### src/rtl/booth_mult_64.sv
// Sequential radix-2 Booth multiplier: 32x32 signed -> 64-bit product, one iteration per clock.
// Optional macro MULT_OVERFLOW_EN adds a registered 'overflow' flag (product does not fit in 32 signed bits).
module booth_mult_64 #(
    parameter int OP_WIDTH = 32
) (
    input  logic                    clk,
    input  logic                    reset,
    input  logic                    start,
    input  logic [OP_WIDTH-1:0]     multiplicand,
    input  logic [OP_WIDTH-1:0]     multiplier,
    output logic [2*OP_WIDTH-1:0]   product,
    output logic                    product_valid,
    output logic                    busy
`ifdef MULT_OVERFLOW_EN
    ,
    output logic                    overflow
`endif
);

    typedef enum logic [1:0] {
        IDLE = 2'd0,
        RUN  = 2'd1,
        DONE = 2'd2
    } state_t;

    state_t                  r_state;
    logic [OP_WIDTH:0]       r_a;
    logic [OP_WIDTH:0]       r_m;
    logic [OP_WIDTH-1:0]     r_q;
    logic                    r_q_m1;
    logic [5:0]              r_count;

    logic [OP_WIDTH:0]       w_a_sum;
    logic [OP_WIDTH:0]       w_a_next;
    logic [OP_WIDTH-1:0]     w_q_next;
    logic [2*OP_WIDTH-1:0]   w_product_next;
    logic                    w_last;
    logic                    w_accept;
`ifdef MULT_OVERFLOW_EN
    logic                    w_overflow_next;
`endif

    // NOTE: every signal in always_comb gets a default first so no path can infer a latch.
    always_comb begin
        w_a_sum = r_a;
        case ({r_q[0], r_q_m1})
            2'b01:   w_a_sum = r_a + r_m;
            2'b10:   w_a_sum = r_a - r_m;
            default: w_a_sum = r_a;
        endcase
    end

    // Arithmetic right shift of the concatenation {A, Q, Q-1}; Q-1 picks up the old Q[0].
    assign w_a_next       = {w_a_sum[OP_WIDTH], w_a_sum[OP_WIDTH:1]};
    assign w_q_next       = {w_a_sum[0], r_q[OP_WIDTH-1:1]};
    assign w_product_next = {w_a_next[OP_WIDTH-1:0], w_q_next};
    assign w_last         = (r_count == 6'(OP_WIDTH - 1));
    assign w_accept       = start && (r_state != RUN);

`ifdef MULT_OVERFLOW_EN
    // Fits in signed 32 bits only when the upper 33 product bits are all copies of the sign.
    assign w_overflow_next = ~((&w_product_next[2*OP_WIDTH-1:OP_WIDTH-1]) |
                               ~(|w_product_next[2*OP_WIDTH-1:OP_WIDTH-1]));
`endif

    // NOTE: sequential state uses non-blocking assignments so every register sees pre-edge values.
    always_ff @(posedge clk or posedge reset) begin
        if (reset) begin
            r_state       <= IDLE;
            r_a           <= '0;
            r_m           <= '0;
            r_q           <= '0;
            r_q_m1        <= 1'b0;
            r_count       <= '0;
            product       <= '0;
            product_valid <= 1'b0;
            busy          <= 1'b0;
`ifdef MULT_OVERFLOW_EN
            overflow      <= 1'b0;
`endif
        end else begin
            product_valid <= 1'b0;
            case (r_state)
                IDLE, DONE: begin
                    if (w_accept) begin
                        r_m     <= {multiplicand[OP_WIDTH-1], multiplicand};
                        r_a     <= '0;
                        r_q     <= multiplier;
                        r_q_m1  <= 1'b0;
                        r_count <= '0;
                        busy    <= 1'b1;
                        r_state <= RUN;
                    end else begin
                        busy    <= 1'b0;
                        r_state <= IDLE;
                    end
                end
                RUN: begin
                    r_a     <= w_a_next;
                    r_q     <= w_q_next;
                    r_q_m1  <= r_q[0];
                    r_count <= r_count + 6'd1;
                    if (w_last) begin
                        product       <= w_product_next;
                        product_valid <= 1'b1;
                        busy          <= 1'b0;
                        r_state       <= DONE;
`ifdef MULT_OVERFLOW_EN
                        overflow      <= w_overflow_next;
`endif
                    end
                end
                default: begin
                    busy    <= 1'b0;
                    r_state <= IDLE;
                end
            endcase
        end
    end

endmodule

### config.mk
export PLATFORM = sky130hd
export DESIGN_NAME = booth_mult_64
export DESIGN_NICKNAME = d
export VERILOG_FILES = /design/src/rtl/booth_mult_64.sv
export SDC_FILE = /design/constraint.sdc
export NUM_CORES = 1
export LEC_CHECK = 0
export ABC_CLOCK_PERIOD_IN_PS = 12410
export BUFFER_PORTS_ARGS = -buffer_cell sky130_fd_sc_hd__buf_2
export CORE_UTILIZATION = 30
export CTS_CLUSTER_SIZE = 30
export DETAILED_ROUTE_END_ITERATION = 8
export HOLD_SLACK_MARGIN = 0.03
export SYNTH_ARGS = -nofsm -noshare
export SYNTH_HDL_FRONTEND = slang
export SYNTH_SLANG_ARGS = --single-unit
### constraint.sdc
create_clock -name clk -period 12.41 [get_ports clk]
set_clock_uncertainty 0.1 [all_clocks]
set_input_delay 0.6205 -clock clk [delete_from_list [all_inputs] [get_ports clk]]
set_output_delay 0.6205 -clock clk [all_outputs]
set_load 0.1 [all_outputs]
==> Word-level counts from Yosys, hierarchy flattened <==
Index checks and enable logic that the tools add are counted.
{ "totals": {"wordCells": 44, "out_inout_bits": 66, "regBits": 172, "input_bits": 67} }
{ "op_classes": {"addsub": 3, "muxes": 17, "reduce_logical": 7, "eq_ne": 8} }
{ "ops": {"columns": ["op", "n"], "rows": [
  ["case mux 33 bit (2 select lines)", 2],
  ["case mux 32 bit (2 select lines)", 1],
  ["adder 33 bit", 1],
  ["two-way mux 33 bit", 1],
  ["subtractor 33 bit", 1],
  ["two-way mux 32 bit", 1],
  ["case mux 6 bit (2 select lines)", 1],
  ["adder 6 x 1 -> 6 bit, second input constant", 1],
  ["equality test 6 x 5 -> 1 bit, second input constant", 1],
  ["two-way mux 1 bit", 6],
  ["two-way mux 6 bit", 1],
  ["AND reduction 2 bit", 3],
  ["equality test 2 x 1 -> 1 bit, second input constant", 2],
  ["equality test 2 bit, second input constant", 2],
  ["!= test 2 bit, second input constant", 2],
  ["case mux 1 bit (2 select lines)", 2],
  ["case mux 2 bit (2 select lines)", 1],
  ["logical NOT 2 bit", 1],
  ["two-way mux 2 bit", 1],
  ["!= test 2 x 1 -> 1 bit, second input constant", 1],
  ["nonzero test 2 bit", 1],
  ["OR reduction 2 bit", 1],
  ["logical AND 1 bit", 1]
]} }

==> Longest topological paths before layout <==
Gate-level depths: netlist of run 1.
{ "depth": {"word_depth": 4, "mapped_depth": 19, "mapped_depth_nobuf": 18} }

==> Worst setup path before layout of run 1 <==
Ideal clock, no wire load.
{ "synth_path": {"path_type": "reg2reg", "start": "register r_m[2]", "end": "register product[63]", "period_less_slack_ns": 4.076, "t_required_ns": 12.180, "path_buffers": 2, "slack_ns": 8.334, "stages_incl_launch_ff": 19, "arrival_ns": 3.845, "setup_time_ns": 0.130, "path_cell_list": "dfrtp_1 > nor3_1 > and3_1 > and4_1 > buf_2 > nor3b_1 > nor2b_1 > a21oi_1 > xnor2_1 > ha_1 > buf_6 > a21oi_2 > o21ai_1 > or3_1 > o21a_2 > a311oi_2 > mux2i_2 > xor2_1 > o21ai_1"} }
{ "synth_via": {"elab_chain_len": 2, "word_cells_on_any_way": 3, "cone_classes": "add/sub (2); mux (1)"} }
{ "synth_lines": {"columns": ["item", "line", "text"], "rows": [
  ["start: declaration", "28", "logic [OP_WIDTH:0] r_m;"],
  ["start signal: assignment", "86", "r_m <= {multiplicand[OP_WIDTH-1], multiplicand};"],
  ["subtractor 33 bit or adder 33 bit (tied branches)", "48, 47", null],
  ["case mux 33 bit (2 select lines) *", "46", "case ({r_q[0], r_q_m1})"],
  ["end signal: assignment", "104", "product <= w_product_next;"],
  ["end: declaration", "11", "output logic [2*OP_WIDTH-1:0] product,"]
]} }
Every way passes the cells marked *; elsewhere a longest branch is shown, timed or not.
A chain may end at the register's enable or synchronous reset.

==> Worst setup path in the final report of run 1 <==
Same ends and word-level chain as after synthesis.

==> results of run 1 <==
## cell type report
cell class / instances / area, µm² / area share (%)
multi-input cells: 835 / 4866 / 43.90
repair buffers: 142 / 735.7 / 6.638
inverters: 25 / 98.84 / 0.8919
clock buffers: 18 / 439.2 / 3.963
flip-flops and latches: 171 / 4279 / 38.61
clock inverters: 14 / 168.9 / 1.524
well taps: 396 / 495.5 / 4.471
## synthesized netlist by cell type, drive strengths merged, types with 2 or more instances
library cell and n:
nand2 337, dfrtp 171, o21ai 77, a21oi 64
nor2 49, clkbuf 44, xnor2 41, ha 35
a22oi 33, inv 24, buf 18, nor3 18
nand3 14, xor2 14, a22o 12, mux2i 12
and3 11, o31ai 11, a21o 10, nand2b 10
nand4 10, nor2b 9, a31oi 8, nor4 8
o211ai 7, mux2 6, o21bai 5, a32oi 4
o21a 4, a211oi 3, a311oi 2, and2 2
and4 2, or3 2
## metrics by stage
stage / util (%) / setup slack (ps) / cell area [µm²] / hold slack [ps] / cells
2_1_floorplan: - / 7058 / 9477 / 356.9 / 1093
3_3_place_gp: 33.98 / 7923 / 10480 / 353.1 / 1569
3_5_place_dp: 33.98 / 7839 / 10480 / 356.9 / 1569
4_1_cts: 35.95 / 7815 / 11080 / 237.9 / 1601
5_1_grt: 35.95 / 7438 / 11080 / 254.8 / 1601
6_report: 35.95 / 7792 / 11080 / 265.5 / 1601
## cell families after synthesis
family                   share of synthesized area [%]
AND/OR/NAND/NOR                                  22.01
AO/OA/AOI/OAI                                    17.11
flip-flops                                       45.15
buffers and inverters                            3.789
XOR/XNOR                                         5.083
adder cells (fa/ha/maj)                          4.832
multiplexers                                     2.020
## final timing paths
check | startpoint | end | slack [ps]
max | r_m[2] | product[63] | 7790
min | multiplicand[21] | r_m[21] | 270
max reg2reg | r_m[2] | product[63] | 7790
min reg2reg | product[25] | product[25] | 370
max in group asynchronous | reset | r_m[9] | 10560
min in group asynchronous | reset | product[23] | 280
## state kept, by name (all words and copies together) (netlist names)
| name | count |
|---|---|
| r_q_m1 | 1 |
| r_a | 32 |
| r_state | 2 |
| product_valid | 1 |
| r_m | 32 |
| r_q | 32 |
| busy | 1 |
| product | 64 |
| r_count | 6 |
## cells in the final DEF (no fill, tap or decap), types with 17 or more instances in the layout
cell	count
a22oi_1	32
inv_1	22
ha_1	35
buf_2	132
clkbuf_16	17
xnor2_1	41
nor3_1	17
nor2_1	47
nand2_1	336
a21oi_1	57
o21ai_0	61
dfrtp_1	171
## critical path, stage by stage (launching register included)
cell and delay (ps):
dfrtp_1 470, nor3_1 260, and3_1 290, and4_1 370, nor3b_1 310, nor2b_1 310, a21oi_1 130, xnor2_1 150
ha_1 340, a21oi_1 170, o21ai_1 110, or3_1 370, o21a_2 230, a311oi_2 300, mux2i_2 310, xor2_1 170
o21ai_1 70
## metal layers
layer / vias to the layer above / track usage, %
li1: 3935 / -
met1: 3817 / 24.14
met2: 171 / 25.17
met3: 31 / 3.991
met4: 4 / 4.552
met5: - / 0
==> qor.csv, run 1 <==
stage,metric,value,unit
outcome,status,"complete, but fails checks",
outcome,violated checks,design-rule violations,
global_routing,vias in the first global route,7784,
yosys,share of the synthesized area in the top cell type,45.15,%
place,Final HPWL DP,18.42,mm
route,final WL,26.05,mm
yosys,Syn Area/Cell,8.670,µm²
route,Met3 Wirelength,1.524,mm
global_routing,global-route wire length before repair,43.22,mm
clocking,CTS Root Cell,clkbuf_16,
floorplan,DIE WIDTH,179.7,µm
route,Detail Route met2 WL,11.28,mm
place,GP Congestion,0.8836,
yosys,ranking of synthesized cells by area,"dfrtp_1 (45%), nand2_1 (13%), ha_1 (4.6%)",
clocking,Sink Count,171,
route,"antenna viol nets, final",0,
yosys,Mapped Area,9477,µm²
route,First-pass DRT Iterations,7,
layout,layout cells sized above 1,17.76,%
worst_hold_path,HP Class,in -> reg,
clocking,Post-CTS Hold Fix Bufs,0,
clocking,worst-case clock buffer depth,2,
route,DRC,8,
worst_hold_path,hold path depth,3,
layout,area delta synth->final,16.95,%
route,wire length per cell,16.27,µm
floorplan,Starting Density,30.74,%
sta,Slew @ Worst Pin,1025,ps
clocking,post-cts resize count,0,
critical_path,"critical path fanouts, max",7,
yosys,net count after synthesis,1196,
floorplan,# IOs,133,
clocking,CTS tree,yes,
sta,Final Critical Period,4618,ps
place,Buffers on Ports,132,
run,max-cap viol count,0,
critical_path,critical path endpoint category,flip-flop,
layout,filler cell count,3174,
route,DR vias/cell,4.971,
clocking,H-tree depth,4,
global_routing,Tot GR Track Use,16.83,%
global_routing,antenna violations before repair,2,
layout,n_diodes,0,
sta,count of final setup violators,0,
sta,Final Max Slew Viols,0,
yosys,Synth Register Bits,171,
critical_path,Critical Path RT,12600,ps
route,initial DRC count,588,
global_routing,Congestion Overflow GR,0,
yosys,post-synth cell types,68,
critical_path,Worst setup SP type,flip-flop,
clocking,later-pin clock latency in the skew report,450,ps
sta,final hold violation count,0,
clocking,"Reg clk slew, reported paths",80,ps
yosys,YS warnings,0,
layout,Layout Nets,1295,
sta,RSZ-0062 raised after global routing,false,
sta,setup TNS,0,ps
yosys,sequential share of the synthesized area,45.15,%
yosys,"FFs w/ async S/R, synth",100.0,%
floorplan,die area,32300,µm²
yosys,Synth area leader,dfrtp_1,
sta,period utilization,37.21,%
sta,Worst slew margin,31.64,%
clocking,setup bufs post-CTS,0,
sta,Max Clk Rate,216.5,MHz
floorplan,Core ar.,30830,µm²
yosys,synthesized instance count,1093,
critical_path,Worst Setup Path Type,reg -> reg,
critical_path,WP data arrival,4810,ps
yosys,Post-synth EDFFs,0,
floorplan,die height,179.7,µm
critical_path,worst r2r path cells,16,
yosys,predominant post-synthesis flop cell,dfrtp_1,
route,met1 WL,12.82,mm
floorplan,Std-Cell Rows,64,
clocking,cts bufs inserted,17,
route,DR vias,7958,
route,highest routed layer,met5,
global_routing,largest net degree at the start of global routing,110,
Power of run 1 is not shown: default switching activity piles up to over one toggle a cycle in this logic, so the estimate is an artifact.
==> run 2: changes to the inputs <==
ABC_AREA = 1   (was default)
ABC_CLOCK_PERIOD_IN_PS = 4100   (was 12410)
clock period = 4.1 ns   (was 12.41 ns; I/O delays follow)
==> qor.csv, run 2 <==
stage,metric,value,unit,change
place,Buffers on Ports,132,,unchanged
layout,Largest Register,product,,
critical_path,flop-to-flop setup slack,540,ps,-7250 ps
global_routing,global-route wire length before repair,49.20,mm,+14%
yosys,share of the synthesized area in the top cell type,43.11,%,-2.0 points
yosys,predominant post-synthesis flop cell,dfrtp_1,,
critical_path,Worst Setup Path Type,reg -> reg,,
layout,area delta synth->final,24.01,%,
worst_hold_path,hold wc startpoint,start,,
outcome,status,"complete, no violations",,
route,final WL,30.59,mm,+17%
worst_hold_path,hold path depth,4,,+1
yosys,"FFs w/ async S/R, synth",100.0,%,unchanged
critical_path,Critical Path RT,4340,ps,-8260 ps
sta,Worst slew margin,37.21,%,+5.6 points
floorplan,# IOs,133,,unchanged
yosys,Post-synth EDFFs,0,,unchanged
clocking,Sink Count,171,,unchanged
sta,Final Max Slew Viols,0,,unchanged
global_routing,antenna violations before repair,0,,-2
yosys,Synth Register Bits,171,,unchanged
yosys,Synth area leader,dfrtp_1,,
yosys,Syn Area/Cell,7.526,µm²,-13%
yosys,sequential share of the synthesized area,43.11,%,-2.0 points
critical_path,Worst setup SP type,flip-flop,,
sta,Final Critical Period,3558,ps,-1060 ps
sta,setup TNS,0,ps,unchanged
critical_path,R2R Path Start,r_m[0],,
yosys,synthesized instance count,1319,,+21%
clocking,cts bufs inserted,17,,unchanged
clocking,CTS Root Cell,clkbuf_16,,
yosys,YS warnings,0,,unchanged
layout,Largest register FFs,64,,unchanged
yosys,post-synth cell types,45,,-34%
route,DR vias/cell,4.757,,-4.3%
clocking,"Reg clk slew, reported paths",70,ps,about the same
critical_path,FF-to-FF End,r_a[30],,
layout,footprint of the multi-input gates,4800,µm²,-1.4%
critical_path,worst r2r path cells,21,,+5
layout,layout cells sized above 1,14.73,%,-3.0 points
layout,n_diodes,0,,unchanged
sta,count of final setup violators,0,,unchanged
clocking,CTS tree,yes,,
route,DRC,0,,-8
layout,final core utilization,37.84,%,+1.9 points
critical_path,"critical path fanouts, max",6,,-1
global_routing,Tot GR Track Use,18.81,%,+2.0 points
sta,RSZ-0062 raised after global routing,false,,
floorplan,Starting Density,30.51,%,-0.23 points
floorplan,die area,33820,µm²,+4.7%
floorplan,Core ar.,32540,µm²,+5.5%
yosys,Mapped Area,9927,µm²,+4.8%
yosys,net count after synthesis,1422,,+19%
yosys,Commonest cells post-synth,"nand2_1 (346), dfrtp_1 (171), inv_1 (162)",,
sta,Max Clk Rate,281.1,MHz,+30%
route,wire length per cell,15.64,µm,-3.9%
sta,final hold violation count,0,,unchanged
place,Final HPWL DP,22.44,mm,+22%
global_routing,largest net degree at the start of global routing,172,,+56%
layout,"commonest non-fill, non-tap cell in the layout",nand2_1,,
route,DR vias,9304,,+17%
place,GP Congestion,0.9130,,+3.3%
pwr,Worst VDD drop,0.2021,mV,
route,initial DRC count,689,,+17%
pwr,P per Cell Area,284.5,nW/µm²,
layout,filler cell count,3393,,+6.9%
clocking,later-pin clock latency in the skew report,450,ps,about the same
pwr,leak pwr,6.128,nW,
layout,FF/Latch Area,4279,µm²,unchanged
critical_path,WP data arrival,3800,ps,-1010 ps
sta,WHS,236.6,ps,-28.93 ps
clocking,worst-case clock buffer depth,2,,unchanged
yosys,ranking of synthesized cells by area,"dfrtp_1 (43%), nand2_1 (13%), inv_1 (6.1%)",,
sta,period utilization,86.78,%,+50 points
clocking,H-tree depth,4,,unchanged
layout,Layout Nets,1604,,+24%
run,max-cap viol count,0,,unchanged
layout,most frequent cells in the layout,"nand2_1 (345), dfrtp_1 (171), inv_1 (161), buf_2 (132), nand3_1 (115)",,
sta,Slew @ Worst Pin,941.9,ps,-83.48 ps
worst_hold_path,Hold Path End,r_q[22],,
global_routing,Congestion Overflow GR,0,,unchanged
worst_hold_path,HP Class,in -> reg,,
critical_path,critical path endpoint category,flip-flop,,
floorplan,DIE WIDTH,183.9,µm,+2.3%
route,First-pass DRT Iterations,5,,-2
pwr,total power,3.502,mW,
global_routing,vias in the first global route,8971,,+15%
yosys,most frequent cell after synthesis,nand2_1,,
route,"antenna viol nets, final",0,,unchanged
floorplan,Std-Cell Rows,66,,+3.1%
floorplan,die height,183.9,µm,+2.3%
run 2: cell type report:
type / instances / area share [%]
inverter: 169 / 5.183
sequential: 171 / 34.76
tap: 442 / 4.492
timing repair buffer: 211 / 11.61
multi-input combinational: 931 / 38.99
clock buffer: 20 / 3.710
clock inverter: 12 / 1.260
run 2: critical path, cell delays in order, from the launching register on:
cell and delay, ps:
dfrtp_1 410, inv_1 90, ha_1 160, nand2_1 80, nor2_2 240, nand2_1 140, o31ai_2 300, o21ai_0 180
xor2_1 150, inv_1 110, ha_1 390, nand2_1 140, nor2_1 210, nand2_1 90, nor3_1 140, nand2_1 110
nand2_1 80, nand2_1 50, nand3_1 60, nand2_1 70, nand2_1 70, nand2_1 50
run 2: how the worst max path moves through the flow:
stage / endpoint / from / slack (ps) / cells past startpoint
global placement: r_a[30] / r_m[0] / 590 / 20
floorplan: r_a[31] / r_m[0] / 1220 / 22
global route: r_a[30] / r_m[0] / 200 / 21
CTS: r_a[30] / r_m[0] / 560 / 20
finish: r_a[30] / r_m[0] / 540 / 21
detailed placement: r_a[30] / r_m[0] / 590 / 20
run 2: report_power, final:
part           internal [mW]  total (mW)  switching (mW)
registers               1.69        1.69               0
clock network          0.949        1.69           0.745
logic                 0.0651       0.122          0.0566
run 2: cells by family (layout without fill, tap and decap cells):
| kind of cell | after synthesis | after routing | synth area share (%) |
|---|---|---|---|
| and+or+nand+nor | 615 | 615 | 25.91 |
| AOI/OAI and AO/OA | 240 | 240 | 14.02 |
| buffers and inverters | 217 | 412 | 8.571 |
| DFF | 171 | 171 | 43.11 |
| adders and majority gates | 36 | 36 | 4.613 |
| xor gates and xnor gates | 30 | 30 | 2.647 |
| muxes | 10 | 10 | 1.134 |
run 2: timing repair:
item,4_1_cts,5_1_grt
hold buffers,65,0
setup endpoints to repair,0,0
buffers inserted,0,0
hold endpoints to repair,190,0
gates resized for setup,0,0
run 2: metrics by stage:
step / setup WS [ps] / cells / instance area [µm²]
after floorplan: 1217 / 1319 / 9931
after global placement: 589.4 / 1859 / 11050
after detailed placement: 594.2 / 1859 / 11050
after CTS: 564.0 / 1956 / 12310
after global routing: 196.7 / 1956 / 12310
final: 541.9 / 1956 / 12310
run 2: layer usage:
layer / vias up / GRT usage (%) / share of wire [%]
met5: - / 0 / 0
met4: 0 / 5.633 / 1.9
met3: 34 / 2.793 / 4.2
met2: 203 / 29.64 / 45
met1: 4403 / 26.52 / 49
li1: 4664 / - / -
Note: power is estimated with default switching activity, not from simulation.
